### src/rtl/light_phase_sequencer_pkg.sv
// Shared colour codes, phase encodings and helpers for the traffic-light sequencer.
package light_phase_sequencer_pkg;

  localparam logic [2:0] COL_RED    = 3'b011;
  localparam logic [2:0] COL_YELLOW = 3'b001;
  localparam logic [2:0] COL_GREEN  = 3'b101;

  localparam int MAX_SECONDS = 25;

  typedef enum logic [1:0] {
    PH_IDLE   = 2'd0,
    PH_GREEN  = 2'd1,
    PH_YELLOW = 2'd2,
    PH_RED    = 2'd3
  } phase_e;

  // Out-of-range phase durations fall back to the longest legal phase.
  function automatic logic [4:0] clamp_time(input int t);
    if (t < 1 || t > MAX_SECONDS) begin
      return 5'(MAX_SECONDS);
    end
    return 5'(t);
  endfunction

  function automatic logic [2:0] phase_colour(input phase_e p);
    case (p)
      PH_GREEN:  return COL_GREEN;
      PH_YELLOW: return COL_YELLOW;
      default:   return COL_RED;
    endcase
  endfunction

  function automatic phase_e next_phase(input phase_e p);
    case (p)
      PH_GREEN:  return PH_YELLOW;
      PH_YELLOW: return PH_RED;
      default:   return PH_GREEN;
    endcase
  endfunction

endpackage

### src/rtl/light_phase_sequencer_if.sv
// Control inputs and display outputs of the sequencer, grouped as one bundle.
interface light_phase_sequencer_if;

  logic       Tick;
  logic       Start;
  logic       Pause;
  logic       Skip;
  logic [2:0] Colour;
  logic [4:0] Count;
  logic       CountValid;
  logic       PhaseDone;
  logic       Running;

  modport master (
    output Tick, Start, Pause, Skip,
    input  Colour, Count, CountValid, PhaseDone, Running
  );

  modport slave (
    input  Tick, Start, Pause, Skip,
    output Colour, Count, CountValid, PhaseDone, Running
  );

endinterface

### src/rtl/light_phase_sequencer_phase_counter.sv
// Loadable 5-bit seconds down-counter; Load beats Dec and the count never wraps below 1.
module light_phase_sequencer_phase_counter (
  input  logic       ClockIn,
  input  logic       Reset,
  input  logic       Load,
  input  logic [4:0] LoadValue,
  input  logic       Dec,
  output logic [4:0] Count,
  output logic       AtOne
);

  logic [4:0] count_q;
  logic [4:0] count_d;

  always_comb begin
    count_d = count_q;
    if (Load) begin
      count_d = LoadValue;
    end else if (Dec && count_q > 5'd1) begin
      count_d = count_q - 5'd1;
    end
  end

  always_ff @(posedge ClockIn or posedge Reset) begin
    if (Reset) begin
      count_q <= 5'd0;
    end else begin
      count_q <= count_d;
    end
  end

  assign Count = count_q;
  assign AtOne = (count_q == 5'd1);

endmodule

### src/rtl/light_phase_sequencer.sv
// Steps a traffic light GREEN -> YELLOW -> RED on one-second ticks, with pause and skip control.
module light_phase_sequencer
  import light_phase_sequencer_pkg::*;
#(
  parameter int GREEN_TIME  = 25,
  parameter int YELLOW_TIME = 5,
  parameter int RED_TIME    = 20
) (
  input  logic                        ClockIn,
  input  logic                        Reset,
  light_phase_sequencer_if.slave      bus
);

  localparam logic [4:0] GREEN_LOAD  = clamp_time(GREEN_TIME);
  localparam logic [4:0] YELLOW_LOAD = clamp_time(YELLOW_TIME);
  localparam logic [4:0] RED_LOAD    = clamp_time(RED_TIME);

  phase_e     state_q, state_d;
  logic [2:0] colour_q, colour_d;
  logic       done_q, done_d;
  logic       running_q, running_d;

  logic       cnt_load;
  logic       cnt_dec;
  logic [4:0] cnt_load_value;
  logic [4:0] cnt_value;
  logic       cnt_at_one;

  light_phase_sequencer_phase_counter u_counter (
    .ClockIn   (ClockIn),
    .Reset     (Reset),
    .Load      (cnt_load),
    .LoadValue (cnt_load_value),
    .Dec       (cnt_dec),
    .Count     (cnt_value),
    .AtOne     (cnt_at_one)
  );

  always_comb begin
    state_d  = state_q;
    done_d   = 1'b0;
    cnt_load = 1'b0;
    cnt_dec  = 1'b0;

    if (state_q == PH_IDLE) begin
      if (bus.Start) begin
        state_d  = PH_GREEN;
        cnt_load = 1'b1;
      end
    end else if (!bus.Pause) begin
      // Skip and an expiring Tick share one advance, so both together still give one PhaseDone.
      if (bus.Skip || (bus.Tick && cnt_at_one)) begin
        state_d  = next_phase(state_q);
        cnt_load = 1'b1;
        done_d   = 1'b1;
      end else if (bus.Tick) begin
        cnt_dec = 1'b1;
      end
    end

    case (state_d)
      PH_GREEN:  cnt_load_value = GREEN_LOAD;
      PH_YELLOW: cnt_load_value = YELLOW_LOAD;
      PH_RED:    cnt_load_value = RED_LOAD;
      default:   cnt_load_value = 5'd0;
    endcase

    colour_d  = phase_colour(state_d);
    running_d = (state_d != PH_IDLE);
  end

  always_ff @(posedge ClockIn or posedge Reset) begin
    if (Reset) begin
      state_q   <= PH_IDLE;
      colour_q  <= COL_RED;
      done_q    <= 1'b0;
      running_q <= 1'b0;
    end else begin
      state_q   <= state_d;
      colour_q  <= colour_d;
      done_q    <= done_d;
      running_q <= running_d;
    end
  end

  assign bus.Colour     = colour_q;
  assign bus.Count      = cnt_value;
  assign bus.CountValid = running_q;
  assign bus.PhaseDone  = done_q;
  assign bus.Running    = running_q;

endmodule

### src/flat_wrapper.sv
// flat-port wrapper written by rule: the top's interface ports become plain ports
module light_phase_sequencer_flat import light_phase_sequencer_pkg::*;
#(
  parameter int GREEN_TIME  = 25,
  parameter int YELLOW_TIME = 5,
  parameter int RED_TIME    = 20
)
  (ClockIn, Reset, bus_Tick, bus_Start, bus_Pause, bus_Skip, bus_Colour, bus_Count, bus_CountValid, bus_PhaseDone, bus_Running);
  light_phase_sequencer_if bus_i ();
  input  logic ClockIn;
  input  logic Reset;
  input wire logic [$bits(bus_i.Tick)-1:0] bus_Tick;
  input wire logic [$bits(bus_i.Start)-1:0] bus_Start;
  input wire logic [$bits(bus_i.Pause)-1:0] bus_Pause;
  input wire logic [$bits(bus_i.Skip)-1:0] bus_Skip;
  output wire logic [$bits(bus_i.Colour)-1:0] bus_Colour;
  output wire logic [$bits(bus_i.Count)-1:0] bus_Count;
  output wire logic [$bits(bus_i.CountValid)-1:0] bus_CountValid;
  output wire logic [$bits(bus_i.PhaseDone)-1:0] bus_PhaseDone;
  output wire logic [$bits(bus_i.Running)-1:0] bus_Running;
  assign bus_i.Tick = bus_Tick;
  assign bus_i.Start = bus_Start;
  assign bus_i.Pause = bus_Pause;
  assign bus_i.Skip = bus_Skip;
  assign bus_Colour = bus_i.Colour;
  assign bus_Count = bus_i.Count;
  assign bus_CountValid = bus_i.CountValid;
  assign bus_PhaseDone = bus_i.PhaseDone;
  assign bus_Running = bus_i.Running;
  light_phase_sequencer #(.GREEN_TIME(GREEN_TIME), .YELLOW_TIME(YELLOW_TIME), .RED_TIME(RED_TIME)) u_core (.ClockIn(ClockIn), .Reset(Reset), .bus(bus_i));
endmodule
### config.mk
export PLATFORM = sky130hd
export DESIGN_NAME = light_phase_sequencer_flat
export DESIGN_NICKNAME = d
export VERILOG_FILES = /design/src/rtl/light_phase_sequencer_pkg.sv /design/src/rtl/light_phase_sequencer_if.sv /design/src/rtl/light_phase_sequencer_phase_counter.sv /design/src/rtl/light_phase_sequencer.sv /design/src/flat_wrapper.sv
export SDC_FILE = /design/constraint.sdc
export NUM_CORES = 1
export LEC_CHECK = 0
export ABC_AREA = 1
export CAP_MARGIN = 10
export CORE_ASPECT_RATIO = 1.2
export CORE_MARGIN = 4
export CORE_UTILIZATION = 35
export CTS_CLUSTER_DIAMETER = 200
export CTS_CLUSTER_SIZE = 25
export DETAILED_ROUTE_END_ITERATION = 6
export PLACE_DENSITY_LB_ADDON = 0.25
export SLEW_MARGIN = 20
export SYNTH_ARGS = -nofsm -noshare
export SYNTH_HDL_FRONTEND = slang
export SYNTH_SLANG_ARGS = --single-unit
### constraint.sdc
create_clock -name ClockIn -period 2.5 [get_ports ClockIn]
set_input_delay 0.5 -clock ClockIn [delete_from_list [all_inputs] [get_ports ClockIn]]
set_output_delay 0.5 -clock ClockIn [all_outputs]
set_load 0.05 [all_outputs]
## Yosys cells after proc, flatten, opt, wreduce, memory -nomap -nowiden

Cells that the tools add are included.

- Add/subtract/negate cells: 1
- Order comparisons: 1
- Equality and inequality tests: 6
- Mux-type cells: 18
- Reductions and logical operators: 6

Operators by type and width:

| kind | number |
|---|---|
| one-hot mux 5 bit (3 select lines) | 1 |
| 2-to-1 mux 5 bit | 2 |
| 2-to-1 mux 1 bit | 9 |
| 2-to-1 mux 2 bit | 4 |
| == test 2 bit (second input constant) | 3 |
| one-hot mux 3 bit (2 select lines) | 1 |
| == test 5 x 1 -> 1 bit (second input constant) | 1 |
| greater-than comparator 5 x 1 -> 1 bit (second input constant) | 1 |
| subtractor 5 x 1 -> 5 bit (second input constant) | 1 |
| == test 2 x 1 -> 1 bit (second input constant) | 2 |
| one-hot mux 2 bit (2 select lines) | 1 |
| nonzero test 2 bit | 2 |
| logical AND 1 bit | 2 |
| zero test 2 bit | 1 |
| logical OR 1 bit | 1 |

- Flip-flop bits (word level): 12
- Bits of input ports: 6
- Output and inout bits: 11
- Logic and storage cells: 37

## Longest topological paths before layout

- Depth after elaboration: 9
- Mapped depth: 16
- Depth with buffers taken out: 16

## Hierarchy

Synthesis repeated with hierarchy kept, for this count alone.

- Cell total of the unflattened synthesis: 103
- Area, all modules: 790.8 um2

Modules (own cells, without submodules):

| module | times used | cells each | area each (um2) |
|---|---|---|---|
| light_phase_sequencer_phase_counter | 1 | 64 | 424.2 |
| light_phase_sequencer | 1 | 39 | 366.6 |

## Worst setup path after synthesis

OpenSTA, ideal clock, no wires.

- Path kind: register to register
- Start point: register u_core.u_counter.count_q[0], in the netlist u_core.u_counter.Count[0]
- End point: register u_core.u_counter.count_q[0], in the netlist u_core.u_counter.Count[0]
- Library setup time: 0.065 ns
- Data arrival time: 2.082 ns
- Required time: 2.435 ns
- Path slack: 0.353 ns
- Cell stages (with the launch flop): 14
- Path buffers: 0
- Clock period less this slack: 2.147 ns
- Path through: dfrtp_1 -> ha_1 -> inv_1 -> nor2_2 -> nand3_2 -> nand2_4 -> nand2_1 -> nand2_1 -> nand3_1 -> nand2_1 -> inv_1 -> ha_1 -> or2_0 -> nand2_1

- Cells in the longest elaborated chain, start to end: 9

Ends and longest elaborated chain:

| item | line | source |
|---|---|---|
| start, declared | light_phase_sequencer_phase_counter.sv:12 | `logic [4:0] count_q;` |
| start signal, assigned | light_phase_sequencer_phase_counter.sv:28 | `count_q <= count_d;` |
| == test 5 x 1 -> 1 bit * | light_phase_sequencer_phase_counter.sv:33 | `assign AtOne = (count_q == 5'd1);` |
| logical AND 1 bit * | light_phase_sequencer.sv:52 | `if (bus.Skip \|\| (bus.Tick && cnt_at_one)) begin` |
| logical OR 1 bit * | light_phase_sequencer.sv:52 |  |
| 2-to-1 mux 2 bit * | light_phase_sequencer.sv:52 |  |
| 2-to-1 mux 2 bit * | light_phase_sequencer.sv:50 | `end else if (!bus.Pause) begin` |
| 2-to-1 mux 2 bit * | light_phase_sequencer.sv:45 | `if (state_q == PH_IDLE) begin` |
| via u_core.state_d[1] | light_phase_sequencer.sv:18 | `phase_e state_q, state_d;` |
| == test 2 bit or == test 2 x 1 -> 1 bit (tied branches) | light_phase_sequencer.sv:61 | `case (state_d)` |
| one-hot mux 5 bit (3 select lines) * | light_phase_sequencer.sv:61 |  |
| 2-to-1 mux 5 bit * | light_phase_sequencer_phase_counter.sv:17 | `if (Load) begin` |

The timed path passes the listed nets; every way through them passes the cells marked *. The select of a mux whose other input is x is not followed.
A chain may end at the register's enable or synchronous reset.

## Worst setup path in the final report

- Start point: register u_core.colour_q[1], in the netlist u_core.bus.Colour[1]
- End point: output bus_Colour[1]

RTL lines:

| item | line | source |
|---|---|---|
| start, declared | light_phase_sequencer.sv:19 | `logic [2:0] colour_q, colour_d;` |
| start signal, assigned | light_phase_sequencer.sv:80 | `colour_q <= colour_d;` |
| end, declared | flat_wrapper.sv:16 | `output wire logic [$bits(bus_i.Colour)-1:0] bus_Colour;` |

No word-level cell between the ends.

==> results.txt <==
- Global routing finished with a remaining overflow of 0.
* Leak pwr: 0.493 nW
* Worst min path class: input port to async pin
* Proportion of register bits with asynchronous set or reset after synthesis: 1.00
* Cell-by-cell listing of the critical path: clkdlybuf4s50_1
* Post-Synthesis Net Count: 110
- The kind of cell with the highest combined delay along the critical path is buffers and inverters.
* Hold_buf cts: 0
* Count of max-cap constraint violations: 0
* Sequential-to-total area share from yosys stat: 0.351
* Placed instance count: 138
- Top-area cell type share of the netlist area: 0.318
- Crit path DAT: 1.57 ns
* I/O Pins: 17
- Die extent in y: 59.9 um
* Clock latency reported for the late side of the worst-skew pair: 0.26 ns
- In this run the worst path has a maximum fanout of 1.
* Share of the clock period used by the worst path: 0.826
- In the global route stage, overall resource usage came out at 0.0947.
- Global-route wire length before repair: 2.19 mm
* Buffer count from post-CTS setup fixing: 0
- The worst path needs 2.07 ns of the cycle, external delays included.
- The routed layout has 609 vias.
* Detailed placement HPWL: 1.13 mm
- Leading cell types by count after synthesis: 18 x sky130_fd_sc_hd__inv_1, 16 x sky130_fd_sc_hd__nand2_1, 12 x sky130_fd_sc_hd__nand3_1
- The floorplan step set the die width to 51.3 um.
- Status: completed
* Worst Setup Slack, final: 0.434 ns
- The congestion estimate from routability-driven global placement came to 0.731.
* RSZ-0062 raised after global routing: no
* Setup skew after layout: 0.00677 ns
* Flip-flop and latch count after synthesis: 11
- Hold is met by 0.531 ns.
- WS Path Type: flip-flop to output pin
* Floorplan core area: 0.00209 sq mm
* Instance area at placement: 960 sq um
* Count of port buffers added during placement: 15
* Syn Area/Cell: 8.28 sq um
- 1st-iter DRT viols: 8
* Count of inserted antenna diode cells: 0
- The max-slew violation total from the final report was 0.
- Filler-free cell count of the finished design: 142
* Maximum count of clock buffers along a single path: 2
* Number of buffer and inverter stages on the critical path: 1
- The number of antenna violations at the first check in global routing was 0.
- In this run the number of cells on the critical path is 1.
- After clock tree synthesis, the clock-pin slew on the worst setup and hold paths is 0.07 ns.
- The number of gates resized after CTS was 0.
- Final design instance area without fill: 986 sq um
* Largest net degree at the start of global routing: 12
- Endpoint type of the worst setup path: output pin
* Count of cell types in the netlist: 22
- VDD sags by at most 0.882 mV.
- The initial utilization of the core area, before any placement, comes to 0.376.
- In the post-synthesis netlist, the cell with the most instances is sky130_fd_sc_hd__inv_1.
- The most critical setup path has its endpoint at bus_Colour[1].
* Power per cell area: 1400 mW/mm^2
* DRC violation count after routing: 0
- Count of warnings emitted by yosys: 0
* Number of cell rows: 18
- Sorting the synthesized cells by area gives the leading types as sky130_fd_sc_hd__dfrtp_1 32%, sky130_fd_sc_hd__ha_1 14%, sky130_fd_sc_hd__inv_1 8.6%.
- Required time at the endpoint of the critical path: 2.00 ns
- Fraction of final layout cells with drive strength greater than 1: 0.143
* Delay contributed by the slowest stage of the critical path: 0.80 ns
- The routed design has 1.34 mm of wire.
* Worst Reg2Reg Path Length in Cells: 14
* Top_reg_cell synth: sky130_fd_sc_hd__dfrtp_1
- Clock tree synthesis found a total of 11 sinks.
- EDFF count, synth: 0
- Minimum setup slack after placement: 0.245 ns
- Dividing the detail-routed via count by the number of cells gives 4.29.
- Once layout is complete, the utilization of the core stands at 0.471.
* Critical Path Source Type: flip-flop
- Achievable Freq: 0.484 GHz
* Post-Route Setup TNS: 0 ns
* First-pass detailed-route iteration total: 4
- Number of buffers created by CTS: 3
- TritonCTS clock tree: built
- In this run the remaining antenna-violating nets after routing total 0.
- DIE AREA: 0.00307 sq mm
* Start of the worst register-to-register path: u_core.u_counter.Count[1]$_DFFE_PP0P_
* Number of global-route vias before repair: 536
- Headroom to the max-slew limit came out at 0.664.
- CTS placed an instance of sky130_fd_sc_hd__clkbuf_4 at the clock tree root.
- Net total in the final layout: 128
* Synth-to-Final Area Change: 25.3%
* Number of H-tree levels: 1
* Setup Viol. Count Final: 0
- Worst slew pin tran: 0.503 ns
* Setup slack on the worst flop-to-flop path: 0.46 ns
- Netlist area before placement: 787 sq um
- Overall power: 1.38 mW
* Post-Syn Instances: 95
* Cell type contributing the most total cell area after synthesis: sky130_fd_sc_hd__dfrtp_1
- In the final routed layout, each cell accounts on average for 9.44 um.
* Reg2Reg Capture Point: u_core.u_counter.Count[0]$_DFFE_PP0P_
- The most critical setup path has its startpoint at u_core.bus.Colour[1]$_DFF_PP1_.
- CP max stage cell: sky130_fd_sc_hd__clkdlybuf4s50_1
- The final count of hold timing violations came to 0.
## area by class of cell
type | count | area [sq um]
clock buffers | 4 | 26.3
fillers | 219 | 1110
inverters | 19 | 73.8
multi-input cells | 63 | 422
flip-flops and latches | 11 | 277
well taps | 30 | 37.5
repair buffers | 15 | 150
## worst min path at each step
stage / startpoint / end / slack [ns] / depth (start not counted)
3_5_place_dp: u_core.u_counter.Count[1]$_DFFE_PP0P_ / u_core.u_counter.Count[1]$_DFFE_PP0P_ / 0.57 / 2
3_3_place_gp: u_core.u_counter.Count[1]$_DFFE_PP0P_ / u_core.u_counter.Count[1]$_DFFE_PP0P_ / 0.57 / 2
6_report: Reset / u_core.state_q[0]$_DFF_PP0_ / 0.53 / 2
4_1_cts: Reset / u_core.state_q[1]$_DFF_PP0_ / 0.55 / 2
2_1_floorplan: Reset / u_core.bus.Colour[2]$_DFF_PP0_ / 0.35 / 1
5_1_grt: Reset / u_core.u_counter.Count[4]$_DFFE_PP0P_ / 0.57 / 2
## per-layer routing
metal,global-route usage,up-vias,part of all wire
met4,0.0375,0,0.010
met5,0,-,0
met2,0.155,9,0.50
met3,0.0299,2,0.032
li1,-,328,-
met1,0.116,270,0.46
## worst reg2reg max path: cells and delay by family, from the launching register on
family	cells	cell delay, ns
fa+ha+maj	2	0.46
buf+inv	3	0.23
simple gates	9	0.86
flops	1	0.41
## state kept, by name, indices dropped and copies added (netlist names)
signal	flops
u_core.bus.PhaseDone	1
u_core.bus.CountValid	1
u_core.state_q	2
u_core.bus.Colour	2
u_core.u_counter.Count	5
## cells in the final DEF, fill, tap and decap left out, types with 3 or more instances in the layout
cell / n
sky130_fd_sc_hd__nand2_4: 4
sky130_fd_sc_hd__ha_1: 9
sky130_fd_sc_hd__dfrtp_1: 10
sky130_fd_sc_hd__clkdlybuf4s50_1: 15
sky130_fd_sc_hd__inv_1: 18
sky130_fd_sc_hd__nand2_1: 16
sky130_fd_sc_hd__clkbuf_4: 3
sky130_fd_sc_hd__nand3_1: 12
sky130_fd_sc_hd__o21ai_0: 3
sky130_fd_sc_hd__nor2_1: 5
## cell families after synthesis
group           count (synthesis)  synth area share
xor+xnor                        2            0.0223
simple gates                   46             0.329
buf+inv                        21             0.113
fa+ha+maj                       9             0.143
compound gates                  5            0.0366
flops                          11             0.351
other cells                     1           0.00476
## power by group
| group | internal (mW) | switching [mW] | total (mW) |
|---|---|---|---|
| clock network | 0.0615 | 0.0560 | 0.117 |
| logic | 0.312 | 0.605 | 0.917 |
| registers | 0.270 | 0.0737 | 0.344 |
| total | 0.643 | 0.734 | 1.38 |
Note: power is estimated with default switching activity, not from simulation.
